[src/rtl/btn_pkg.sv]
// Shared types and default timing constants for the push-button conditioner.
// Optional hold-to-repeat is compiled in when BTN_AUTO_REPEAT_EN is defined.
package btn_pkg;

    typedef enum logic [1:0] {
        RELEASED,
        PRESS_PEND,
        HELD,
        RELEASE_PEND
    } btn_state_t;

    localparam int DEF_DEBOUNCE_CYCLES = 65536;
    localparam int DEF_REPEAT_DELAY    = 25_000_000;
    localparam int DEF_REPEAT_RATE     = 5_000_000;

    function automatic int max_int(input int a, input int b);
        return (a > b) ? a : b;
    endfunction

endpackage

[src/rtl/btn_channel.sv]
// One button: 2-flop sync, debounce FSM, registered level and press/release pulses (DEBOUNCE_CYCLES+2 edges).
// No backpressure; pulses are single-cycle. Repeat pulses built only with BTN_AUTO_REPEAT_EN.
module btn_channel
    import btn_pkg::*;
#(
    parameter int DEBOUNCE_CYCLES = DEF_DEBOUNCE_CYCLES,
    parameter int REPEAT_DELAY    = DEF_REPEAT_DELAY,
    parameter int REPEAT_RATE     = DEF_REPEAT_RATE
) (
    input  logic sysclock,
    input  logic reset,
    input  logic raw,
    output logic clean,
    output logic press,
    output logic release_pulse
);

    localparam int             CW   = $clog2(DEBOUNCE_CYCLES);
    localparam logic [CW-1:0]  TERM = CW'(DEBOUNCE_CYCLES - 1);

    logic          q1;
    logic          q2;
    logic [CW-1:0] cnt;
    btn_state_t    state;

`ifdef BTN_AUTO_REPEAT_EN
    localparam int RW = $clog2(max_int(REPEAT_DELAY, REPEAT_RATE)) + 1;

    logic [RW-1:0] rcnt;
    logic          rfirst;
    logic          rep_term;

    // The first repeat waits the long delay, later ones the short rate.
    assign rep_term = (rcnt == (rfirst ? RW'(REPEAT_DELAY - 1) : RW'(REPEAT_RATE - 1)));
`else
    logic unused_repeat;
    assign unused_repeat = (REPEAT_DELAY > 0) ^ (REPEAT_RATE > 0);
`endif

    always_ff @(posedge sysclock) begin
        if (reset) begin
            q1            <= 1'b0;
            q2            <= 1'b0;
            cnt           <= '0;
            state         <= RELEASED;
            clean         <= 1'b0;
            press         <= 1'b0;
            release_pulse <= 1'b0;
`ifdef BTN_AUTO_REPEAT_EN
            rcnt          <= '0;
            rfirst        <= 1'b1;
`endif
        end else begin
            q1            <= raw;
            q2            <= q1;
            press         <= 1'b0;
            release_pulse <= 1'b0;

            // The first differing cycle is already counted on the pend entry edge.
            case (state)
                RELEASED: begin
                    cnt <= '0;
                    if (q2) begin
                        state <= PRESS_PEND;
                        cnt   <= CW'(1);
                    end
                end
                PRESS_PEND: begin
                    if (!q2) begin
                        state <= RELEASED;
                        cnt   <= '0;
                    end else if (cnt == TERM) begin
                        state <= HELD;
                        cnt   <= '0;
                        clean <= 1'b1;
                        press <= 1'b1;
                    end else begin
                        cnt <= cnt + 1'b1;
                    end
                end
                HELD: begin
                    cnt <= '0;
                    if (!q2) begin
                        state <= RELEASE_PEND;
                        cnt   <= CW'(1);
                    end
`ifdef BTN_AUTO_REPEAT_EN
                    else if (rep_term) begin
                        press  <= 1'b1;
                        rcnt   <= '0;
                        rfirst <= 1'b0;
                    end else begin
                        rcnt <= rcnt + 1'b1;
                    end
`endif
                end
                RELEASE_PEND: begin
                    if (q2) begin
                        state <= HELD;
                        cnt   <= '0;
                    end else if (cnt == TERM) begin
                        state         <= RELEASED;
                        cnt           <= '0;
                        clean         <= 1'b0;
                        release_pulse <= 1'b1;
                    end else begin
                        cnt <= cnt + 1'b1;
                    end
                end
                default: begin
                    state <= RELEASED;
                    cnt   <= '0;
                end
            endcase

`ifdef BTN_AUTO_REPEAT_EN
            if (state == RELEASED) begin
                rcnt   <= '0;
                rfirst <= 1'b1;
            end
`endif
        end
    end

endmodule

[src/rtl/button_conditioner.sv]
// Bank of N_BTN independent debounced buttons; clean/press/release_pulse appear DEBOUNCE_CYCLES+2 edges after raw settles.
// No backpressure; hold-to-repeat on press enabled by BTN_AUTO_REPEAT_EN.
module button_conditioner
    import btn_pkg::*;
#(
    parameter int N_BTN           = 4,
    parameter int DEBOUNCE_CYCLES = DEF_DEBOUNCE_CYCLES,
    parameter int REPEAT_DELAY    = DEF_REPEAT_DELAY,
    parameter int REPEAT_RATE     = DEF_REPEAT_RATE
) (
    input  logic             sysclock,
    input  logic             reset,
    input  logic [N_BTN-1:0] raw,
    output logic [N_BTN-1:0] clean,
    output logic [N_BTN-1:0] press,
    output logic [N_BTN-1:0] release_pulse
);

    for (genvar i = 0; i < N_BTN; i++) begin : g_ch
        btn_channel #(
            .DEBOUNCE_CYCLES(DEBOUNCE_CYCLES),
            .REPEAT_DELAY   (REPEAT_DELAY),
            .REPEAT_RATE    (REPEAT_RATE)
        ) u_ch (
            .sysclock     (sysclock),
            .reset        (reset),
            .raw          (raw[i]),
            .clean        (clean[i]),
            .press        (press[i]),
            .release_pulse(release_pulse[i])
        );
    end

endmodule

[config.mk]
export PLATFORM = sky130hd
export DESIGN_NAME = button_conditioner
export DESIGN_NICKNAME = d
export VERILOG_FILES = /design/src/rtl/btn_pkg.sv /design/src/rtl/btn_channel.sv /design/src/rtl/button_conditioner.sv
export SDC_FILE = /design/constraint.sdc
export NUM_CORES = 1
export LEC_CHECK = 0
export BUFFER_PORTS_ARGS = -buffer_cell sky130_fd_sc_hd__buf_2
export CAP_MARGIN = 20
export CORE_MARGIN = 2
export CORE_UTILIZATION = 50
export CTS_BUF_LIST = sky130_fd_sc_hd__clkbuf_4 sky130_fd_sc_hd__clkbuf_8 sky130_fd_sc_hd__clkbuf_16
export DETAILED_ROUTE_END_ITERATION = 6
export PLACE_DENSITY = 0.73
export SLEW_MARGIN = 10
export SYNTH_ARGS = -nofsm -noshare
export SYNTH_HDL_FRONTEND = slang
export SYNTH_SLANG_ARGS = --single-unit
[constraint.sdc]
create_clock -name sysclock -period 2.67 [get_ports sysclock]
set_clock_uncertainty 0.2 [all_clocks]
set_input_delay 0.267 -clock sysclock [delete_from_list [all_inputs] [get_ports sysclock]]
set_output_delay 0.267 -clock sysclock [all_outputs]
set_load 0.01 [all_outputs]
==> results of run 1 <==
-- state kept, by name (all words and copies together) (netlist names), named ones only --
name                     flops
g_ch.u_ch.cnt               64
g_ch.u_ch.press              4
g_ch.u_ch.clean              4
g_ch.u_ch.q2                 4
g_ch.u_ch.release_pulse      4
g_ch.u_ch.q1                 4
g_ch.u_ch.state              4
-- layer usage --
layer,vias up,GRT usage,share of wire
li1,1575,-,-
met1,1408,0.213,0.50
met2,52,0.280,0.45
met3,11,0.0293,0.031
met4,0,0.0858,0.020
met5,-,0,0
-- through the flow --
step | power (µW) | instance area, µm²
finish | 2310 | 4270
detailed placement | 1480 | 4050
floorplan | 1470 | 3930
CTS | 2340 | 4270
global placement | 1480 | 4050
global route | 2390 | 4270
-- critical path: stages (launching register included) --
cell	delay, ns
dfxtp_1	0.35
ha_1	0.21
nand2_1	0.11
or3_1	0.52
or4_1	0.50
a31oi_1	0.16
-- final cells by class --
cell class	instances	share of cell area
Multi-Input combinational cell	316	0.443
Sequential cell	92	0.431
Timing Repair Buffer	27	0.0398
Clock buffer	12	0.0372
Tap cell	102	0.0299
Inverter	16	0.0141
Clock inverter	3	0.00498
-- worst paths after layout --
check	start	endpoint	slack (ns)	cells past startpoint
setup reg to reg	g_ch[2].u_ch.cnt[0]	g_ch[2].u_ch.clean	0.56	5
setup / recovery	g_ch[2].u_ch.cnt[0]	g_ch[2].u_ch.clean	0.56	5
hold / removal	reset	g_ch[2].u_ch.q1	0.19	2
hold reg to reg	g_ch[3].u_ch.q1	g_ch[3].u_ch.q2	0.24	1
-- cell usage after synthesis, types with 2 or more instances --
| library cell | instances | area, µm² |
|---|---|---|
| a21boi_0 | 2 | 15.0 |
| dfxtp_1 | 92 | 1840 |
| a31oi_1 | 2 | 12.5 |
| or4_1 | 4 | 30.0 |
| and3_1 | 7 | 43.8 |
| nand3_1 | 24 | 120 |
| ha_1 | 4 | 50.1 |
| or3_2 | 2 | 15.0 |
| xnor2_1 | 23 | 201 |
| o211ai_1 | 2 | 15.0 |
| inv_1 | 16 | 60.1 |
| buf_4 | 12 | 90.1 |
| o21ai_0 | 20 | 100 |
| nand2_1 | 32 | 120 |
| o311ai_0 | 2 | 17.5 |
| o31ai_1 | 4 | 30.0 |
| a21oi_1 | 21 | 105 |
| nand4_1 | 14 | 87.6 |
| nand2b_1 | 6 | 37.5 |
| or2_2 | 3 | 18.8 |
| clkbuf_1 | 2 | 7.51 |
| nor2b_1 | 10 | 62.6 |
| nor4_1 | 9 | 56.3 |
| nor3_1 | 16 | 80.1 |
| a211oi_1 | 2 | 15.0 |
| and4_1 | 4 | 35.0 |
| buf_2 | 6 | 30.0 |
| xor2_1 | 19 | 166 |
| and2_1 | 7 | 43.8 |
| or3_1 | 16 | 100 |
| nor2_1 | 47 | 176 |
-- cell usage in the layout (no fill, tap or decap), types with 17 or more instances in the layout --
cell type,Yosys,layout
a21oi_1,21,21
buf_2,6,17
dfxtp_1,92,92
nand2_1,32,32
nand3_1,24,24
nor2_1,47,47
o21ai_0,20,20
xnor2_1,23,23
xor2_1,19,19
-- power breakdown --
part / internal, µW / leakage (µW) / switching (µW) / total [µW]
clock network: 397 / 0.0000923 / 463 / 860
registers: 1390 / 0.000744 / 12.7 / 1400
logic: 25.9 / 0.000495 / 28.2 / 54.1
-- timing repair --
action                                 4_1_cts  5_1_grt
setup endpoints to repair                    0        0
endpoints found under the hold margin        4        0
setup buffers                                0        0
hold buffers                                 4        0
-- kinds of logic after synthesis --
| kind of cell | Yosys count |
|---|---|
| fa+ha+maj | 4 |
| compound gates | 62 |
| xor+xnor | 42 |
| simple gates | 208 |
| buf+inv | 37 |
| flops | 92 |
==> results.yml, run 1 <==
finish:
  antenna_cells: 0
  seqCellArea_mm2: 0.00184
  final_layout_size_suffix_gt1_frac: 0.107
  final_nets: 472
  layout.cells.non_filler: 568
  multi_input_area_mm2: 0.00189
  utilization: 0.559
  area_growth_pct: 8.83
  nFillCells: 696
sta:
  period_share: 0.792
  whs_ns: 0.192
  clock.fmax_ghz: 0.473
  rsz0062_at_grt: "false"
  finalSetupViolCount: 0
  max_slew_margin: 0.622
  finalSetupTns_ns: 0
  hold_viol_final: 0
  worst_slack_ns: 0.557
  tightestPinTransition_ns: 0.565
  period_minus_slack_ns: 2.11
  slew_violations: 0
yosys:
  synth-simple-area-share: 0.280
  syn_inst: 445
  synth_enable_flop_cells: 0
  synthMuxAreaShare: 0
  synth-compound-area-share: 0.0953
  avgSynthCellArea_um2: 8.82
  synth_warnings: 0
  synth_cell_types: 46
  synthAdderAreaFrac: 0.0127
  syn_area_mm2: 0.00393
  ys_ff_latch: 92
  synth_top_family_by_area: "simple AND/OR/NAND/NOR gates"
  syn_nets: 455
  synth-xor-area-share: 0.0937
  ys_seq_area_frac: 0.469
  ys_async_sr_fraction: 0
  ys.flop_type: "dfxtp_1"
critical_path:
  crit_type: "reg2reg"
  endpoint_kind: "flop"
  path_max_fanout: 9
  critPathArrivalTime_ns: 2.20
  crit_required_ns: 2.75
  cp-start-kind: "flop"
drt:
  via_per_inst: 5.36
  via_count: 3046
  dr.first_iter.drc_count: 141
  wire_per_inst_um: 11.9
  ant_nets: 0
  drc: 0
  dr.pass1.iters: 4
  wl_um: 6740
power:
  vdd_drop_max_mv: 0.255
  p_leak_uw: 0.00133
  powerDensity_mw_per_mm2: 542
clocking:
  cts_resized: 0
  clock_sinks: 92
  root_buffer: "clkbuf_8"
  htreeDepth: 3
  cts_tree: "done"
  cts_buffer_depth: 2
  clk_latency_ns: 0.35
  path_clk_slew_ns: 0.08
  cts_buffers: 9
floorplan:
  core_region_area_mm2: 0.00765
  die-area_mm2: 0.00858
  rows: 32
  die_x_um: 92.6
  start_util: 0.513
  ios: 18
  die_h_um: 92.6
status:
  status: "finished, final reports clean"
global_routing:
  antenna_found_initial: 0
  grt_first_pass_wirelength_um: 12000
  first_global_vias: 2907
  grt_max_degree: 33
  overflow: 0
  track_usage: 0.169
run:
  cap_violations: 0
place:
  placedCellCount: 549
  dpl.hpwl_um: 4730
  io_buffers: 17
  pre_cts_ws_ns: 0.576
  gp_congestion: 0.804
worst_hold_path:
  worstHoldPathType: "in2reg"
Note: power is estimated with default switching activity, not from simulation.
==> run 2: changes to the inputs <==
Settings changed: PLACE_DENSITY 0.73 to 0.76.
Clock period 2.67 ns to 1.75 ns, I/O delays scaled along.
==> run 2 against run 1 <==
  * The run now ends with setup timing left
  * Critical path type unchanged
  * Power grew 59%
  * Design area up 18%
  * Critical endpoint is now g_ch[3].u_ch.clean
  * Non-clock buffer count grew 62
  * Sequential power up 53%
  * Worst setup slack worse by 0.66 ns
  * Global-route usage increased by 2.4 points
  * Critical path depth is 1 lower
  * Count of clock-buffer cells in the layout decreased by 3
  * Register-to-register slack worse by 0.66 ns
  * Hold slack lost 0.16 ns
==> results.yml, run 2 (synthesized netlist as in run 1, its figures left out) <==
finish:
  area_growth_pct: 28.7
  final_layout_size_suffix_gt1_frac: 0.327
  seqCellArea_mm2: 0.00187
  multi_input_area_mm2: 0.00213
  final_cell_mix: "68 x dfxtp_1, 62 x buf_4, 40 x nor2_1"
  final_cell_area_mm2: 0.00505
  final_common_cell: "dfxtp_1"
  largest_reg_flops: 64
  antenna_cells: 0
  final_nets: 534
  nFillCells: 623
  regMostFlops: "g_ch.u_ch.cnt"
floorplan:
  core_region_area_mm2: 0.00765
  ios: 18
  die_h_um: 92.6
  start_util: 0.513
  die_x_um: 92.6
  rows: 32
  die-area_mm2: 0.00858
global_routing:
  grt_max_degree: 21
  overflow: 0
  first_global_vias: 3280
  grt_first_pass_wirelength_um: 13500
  track_usage: 0.194
  antenna_found_initial: 0
clocking:
  htreeDepth: 3
  cts_tree: "done"
  root_buffer: "clkbuf_8"
  cts_buffer_depth: 2
  clk_latency_ns: 0.37
  clock_sinks: 92
  cts_buffers: 9
  path_clk_slew_ns: 0.09
power:
  p_sw_frac: 0.229
  p_seq_frac: 0.582
  clkPwrFrac: 0.390
  p_int_uw: 2830
  p_switching_uw: 840
  p_leak_uw: 0.00169
  combPwrFrac: 0.028
  power.total_uw: 3670
  powerDensity_mw_per_mm2: 726
  vdd_drop_max_mv: 0.473
sta:
  worst_slack_ns: -0.105
  hold_viol_final: 0
  period_share: 1.06
  finalSetupTns_ns: -0.512
  max_slew_margin: 0.692
  period_minus_slack_ns: 1.86
  slew_violations: 0
  tightestPinTransition_ns: 0.450
  whs_ns: 0.0325
  finalSetupViolCount: 9
  clock.fmax_ghz: 0.539
  rsz0062_at_grt: "true"
worst_hold_path:
  holdPathEnd: "g_ch[1].u_ch.q2"
  whs_path_depth: 2
  worstHoldPathType: "in2reg"
  min-delay-start: "reset"
critical_path:
  crit_path_top_delay_cell: "or4_4"
  critPathArrivalTime_ns: 1.89
  crit_required_ns: 1.79
  critical_path.top_delay_family: "simple AND/OR/NAND/NOR gates"
  path_cells: "nand4_4 > or4_4 > o311ai_1 > o311ai_2"
  endpoint_kind: "flop"
  r2r_slack_ns: -0.11
  rr_worst_depth: 4
  cp-start-kind: "flop"
  rr_endpoint: "g_ch[3].u_ch.clean"
  path_max_fanout: 3
  r2r-start: "g_ch[3].u_ch.cnt[7]"
  crit_type: "reg2reg"
  max_stage_delay_ns: 0.54
  crit_buf_inv: 0
run:
  cap_violations: 0
drt:
  dr.pass1.iters: 5
  drc: 0
  ant_nets: 0
  via_per_inst: 5.29
  via_count: 3338
  dr.first_iter.drc_count: 67
  wl_um: 8240
  wire_per_inst_um: 13.1
place:
  io_buffers: 17
  gp_congestion: 0.809
  pre_cts_ws_ns: -0.173
  dpl.hpwl_um: 5640
  placed_cell_area_mm2: 0.00459
status:
  violations: "setup timing"
  status: "finished, violations left"
## run 2: timing repair
item | CTS | global route
pin swaps | 0 | 8
resized for setup | 10 | 36
hold buffers | 4 | 0
setup endpoints to repair | 26 | 75
hold endpoints to repair | 4 | 0
setup buffers | 0 | 6
## run 2: power by group through the flow
stage / logic, µW / clock network, µW / registers, µW
final: 102 / 1430 / 2140
after detailed placement: 88.4 / 0 / 2190
after CTS: 99.3 / 1470 / 2140
after global placement: 84.1 / 0 / 2190
after floorplan: 68.7 / 0 / 2180
after global routing: 111 / 1550 / 2140
## run 2: stage by stage
stage,cells,utilization
global route,631,0.661
finish,631,0.661
global placement,605,0.601
CTS,625,0.637
detailed placement,605,0.601
floorplan,445,-
## run 2: area by class of cell
class | count | area share
Multi-Input combinational cell | 316 | 0.421
Clock buffer | 9 | 0.0245
Timing Repair Buffer | 89 | 0.132
Tap cell | 102 | 0.0252
Clock inverter | 7 | 0.0151
Sequential cell | 92 | 0.371
Inverter | 16 | 0.0119
## run 2: routing by layer
| layer | routed length [µm] | track usage |
|---|---|---|
| met1 | 3510 | 0.215 |
| met4 | 121 | 0.0637 |
| met3 | 259 | 0.0578 |
| met5 | 0 | 0 |
| met2 | 4360 | 0.353 |
## run 2: how the worst max path moves through the flow
stage                              end  depth (start not counted)                 from  slack, ns
floorplan           g_ch[2].u_ch.clean                          6  g_ch[2].u_ch.cnt[1]      -0.08
global placement    g_ch[2].u_ch.clean                          5  g_ch[2].u_ch.cnt[1]      -0.09
detailed placement  g_ch[2].u_ch.clean                          5  g_ch[2].u_ch.cnt[1]      -0.17
CTS                 g_ch[3].u_ch.clean                          4  g_ch[3].u_ch.cnt[7]      -0.11
global route        g_ch[2].u_ch.clean                          5  g_ch[2].u_ch.cnt[1]      -0.16
finish              g_ch[3].u_ch.clean                          4  g_ch[3].u_ch.cnt[7]      -0.11
==> run 3: changes to the inputs <==
Settings changed: CAP_MARGIN 20 to 10, CORE_UTILIZATION 50 to 41, PLACE_DENSITY 0.76 to 0.65.
==> run 3 against run 2 <==
  * The run still ends with setup timing left
  * Via count decreased by 0.72%
  * Register-to-register slack about the same
  * Count of clock-buffer cells in the layout increased by 4
  * Combinational power decreased by 4%
  * Die area increased by 21%
  * Critical path type unchanged
  * Largest power group unchanged
==> results.yml, run 3 (synthesized netlist as in run 1, its figures left out) <==
finish:
  utilization: 0.553
  final_cell_area_mm2: 0.00513
  antenna_cells: 0
  largest_reg_flops: 64
  final_cell_mix: "71 x dfxtp_1, 68 x buf_4, 39 x nor2_1"
  area_growth_pct: 30.8
  final_nets: 538
  final_common_cell: "dfxtp_1"
  final_layout_size_suffix_gt1_frac: 0.326
  regMostFlops: "g_ch.u_ch.cnt"
clocking:
  clk_latency_ns: 0.35
  cts_tree: "done"
  cts_buffer_depth: 2
  htreeDepth: 3
  clock_sinks: 92
  cts_buffers: 9
  path_clk_slew_ns: 0.09
  root_buffer: "clkbuf_8"
sta:
  period_minus_slack_ns: 1.86
  period_share: 1.06
  tightestPinTransition_ns: 0.397
  max_slew_margin: 0.733
  hold_viol_final: 0
  slew_violations: 0
  rsz0062_at_grt: "true"
  worst_slack_ns: -0.112
  finalSetupTns_ns: -0.404
  finalSetupViolCount: 7
  clock.fmax_ghz: 0.537
floorplan:
  die-area_mm2: 0.0104
  rows: 35
  die_x_um: 102
  die_h_um: 102
  core_region_area_mm2: 0.00928
  start_util: 0.423
  ios: 18
global_routing:
  track_usage: 0.161
  overflow: 0
  first_global_vias: 3128
  grt_first_pass_wirelength_um: 13300
  grt_max_degree: 19
  antenna_found_initial: 0
critical_path:
  crit_required_ns: 1.83
  cp-start-kind: "flop"
  path_max_fanout: 4
  r2r_slack_ns: -0.11
  crit_type: "reg2reg"
  crit_start: "g_ch[3].u_ch.cnt[6]"
  critPathArrivalTime_ns: 1.95
  endpoint: "g_ch[3].u_ch.cnt[14]"
  r2r-start: "g_ch[3].u_ch.cnt[6]"
  rr_worst_depth: 5
  rr_endpoint: "g_ch[3].u_ch.cnt[14]"
  endpoint_kind: "flop"
status:
  violations: "setup timing"
  status: "finished, violations left"
drt:
  via_per_inst: 5.01
  dr.max_layer_used: "met4"
  route.met2.wl_um: 3990
  ant_nets: 0
  dr.pass1.iters: 4
  wl_um: 7930
  via_count: 3314
  drc: 0
  wl_met1_um: 3640
  wire_per_inst_um: 12.0
  route.met3.wl_um: 188
  dr.first_iter.drc_count: 82
worst_hold_path:
  worstHoldPathType: "in2reg"
place:
  io_buffers: 17
  placed_cell_area_mm2: 0.00469
  gp_congestion: 0.779
  dpl.hpwl_um: 5710
power:
  p_leak_uw: 0.00175
  vdd_drop_max_mv: 0.311
  powerDensity_mw_per_mm2: 733
run:
  cap_violations: 0
==> run 3: changes by cell type in the layout (fill, tap and decap cells not counted), sizes merged <==
cell      previous run  this run
clkinvlp             2         1
clkinv               3         1
inv                 17        16
clkbuf               9        13
buf                 85        89
==> run 3: per-stage QoR <==
stage | cells | setup WS [ns] | power, µW | hold WS (ns)
after floorplan | 445 | -0.0807 | 2250 | 0.103
after global placement | 640 | -0.105 | 2270 | 0.194
after detailed placement | 640 | -0.132 | 2270 | 0.203
after CTS | 660 | -0.112 | 3820 | 0.0107
after global routing | 662 | -0.166 | 3920 | 0.0609
final | 662 | -0.112 | 3760 | 0.0313
==> run 3: metal layers <==
metal,up-vias,GRT usage
li1,1707,-
met1,1565,0.183
met2,33,0.292
met3,9,0.0390
met4,0,0.0585
met5,-,0
==> run 3: worst max-delay path: stages, from the launching register on <==
cell and delay (ns):
dfxtp_2 0.36, nand4_4 0.10, or4_4 0.54, buf_6 0.14
or3_4 0.33, a21oi_2 0.13
==> run 3: timing repair <==
item / 4_1_cts / 5_1_grt
hold buffers: 4 / 0
resized for setup: 9 / 32
hold endpoints to repair: 4 / 0
setup buffers: 0 / 2
endpoints found under the setup margin: 26 / 42
pin swaps: 1 / 4
==> run 3: how the worst min path moves through the flow <==
stage	start	end	depth (start not counted)
3_3_place_gp	raw[2]	g_ch[2].u_ch.q1	2
3_5_place_dp	raw[3]	g_ch[3].u_ch.q1	2
2_1_floorplan	raw[0]	g_ch[0].u_ch.q1	1
6_report	reset	g_ch[1].u_ch.q1	2
4_1_cts	reset	g_ch[1].u_ch.q1	2
5_1_grt	reset	g_ch[1].u_ch.q2	2
==> run 3: layout make-up <==
class	count	area, µm²
clock buffers	13	179
clock inverters	3	42.5
fillers	866	4150
inverters	16	60.1
multi-input cells	316	2130
flip-flops and latches	92	1870
well taps	129	161
repair buffers	93	689
==> run 3: power breakdown <==
part	internal [µW]	switching, µW
registers	2120	21.8
clock network	815	711
logic	48.3	49.9
total	2980	783
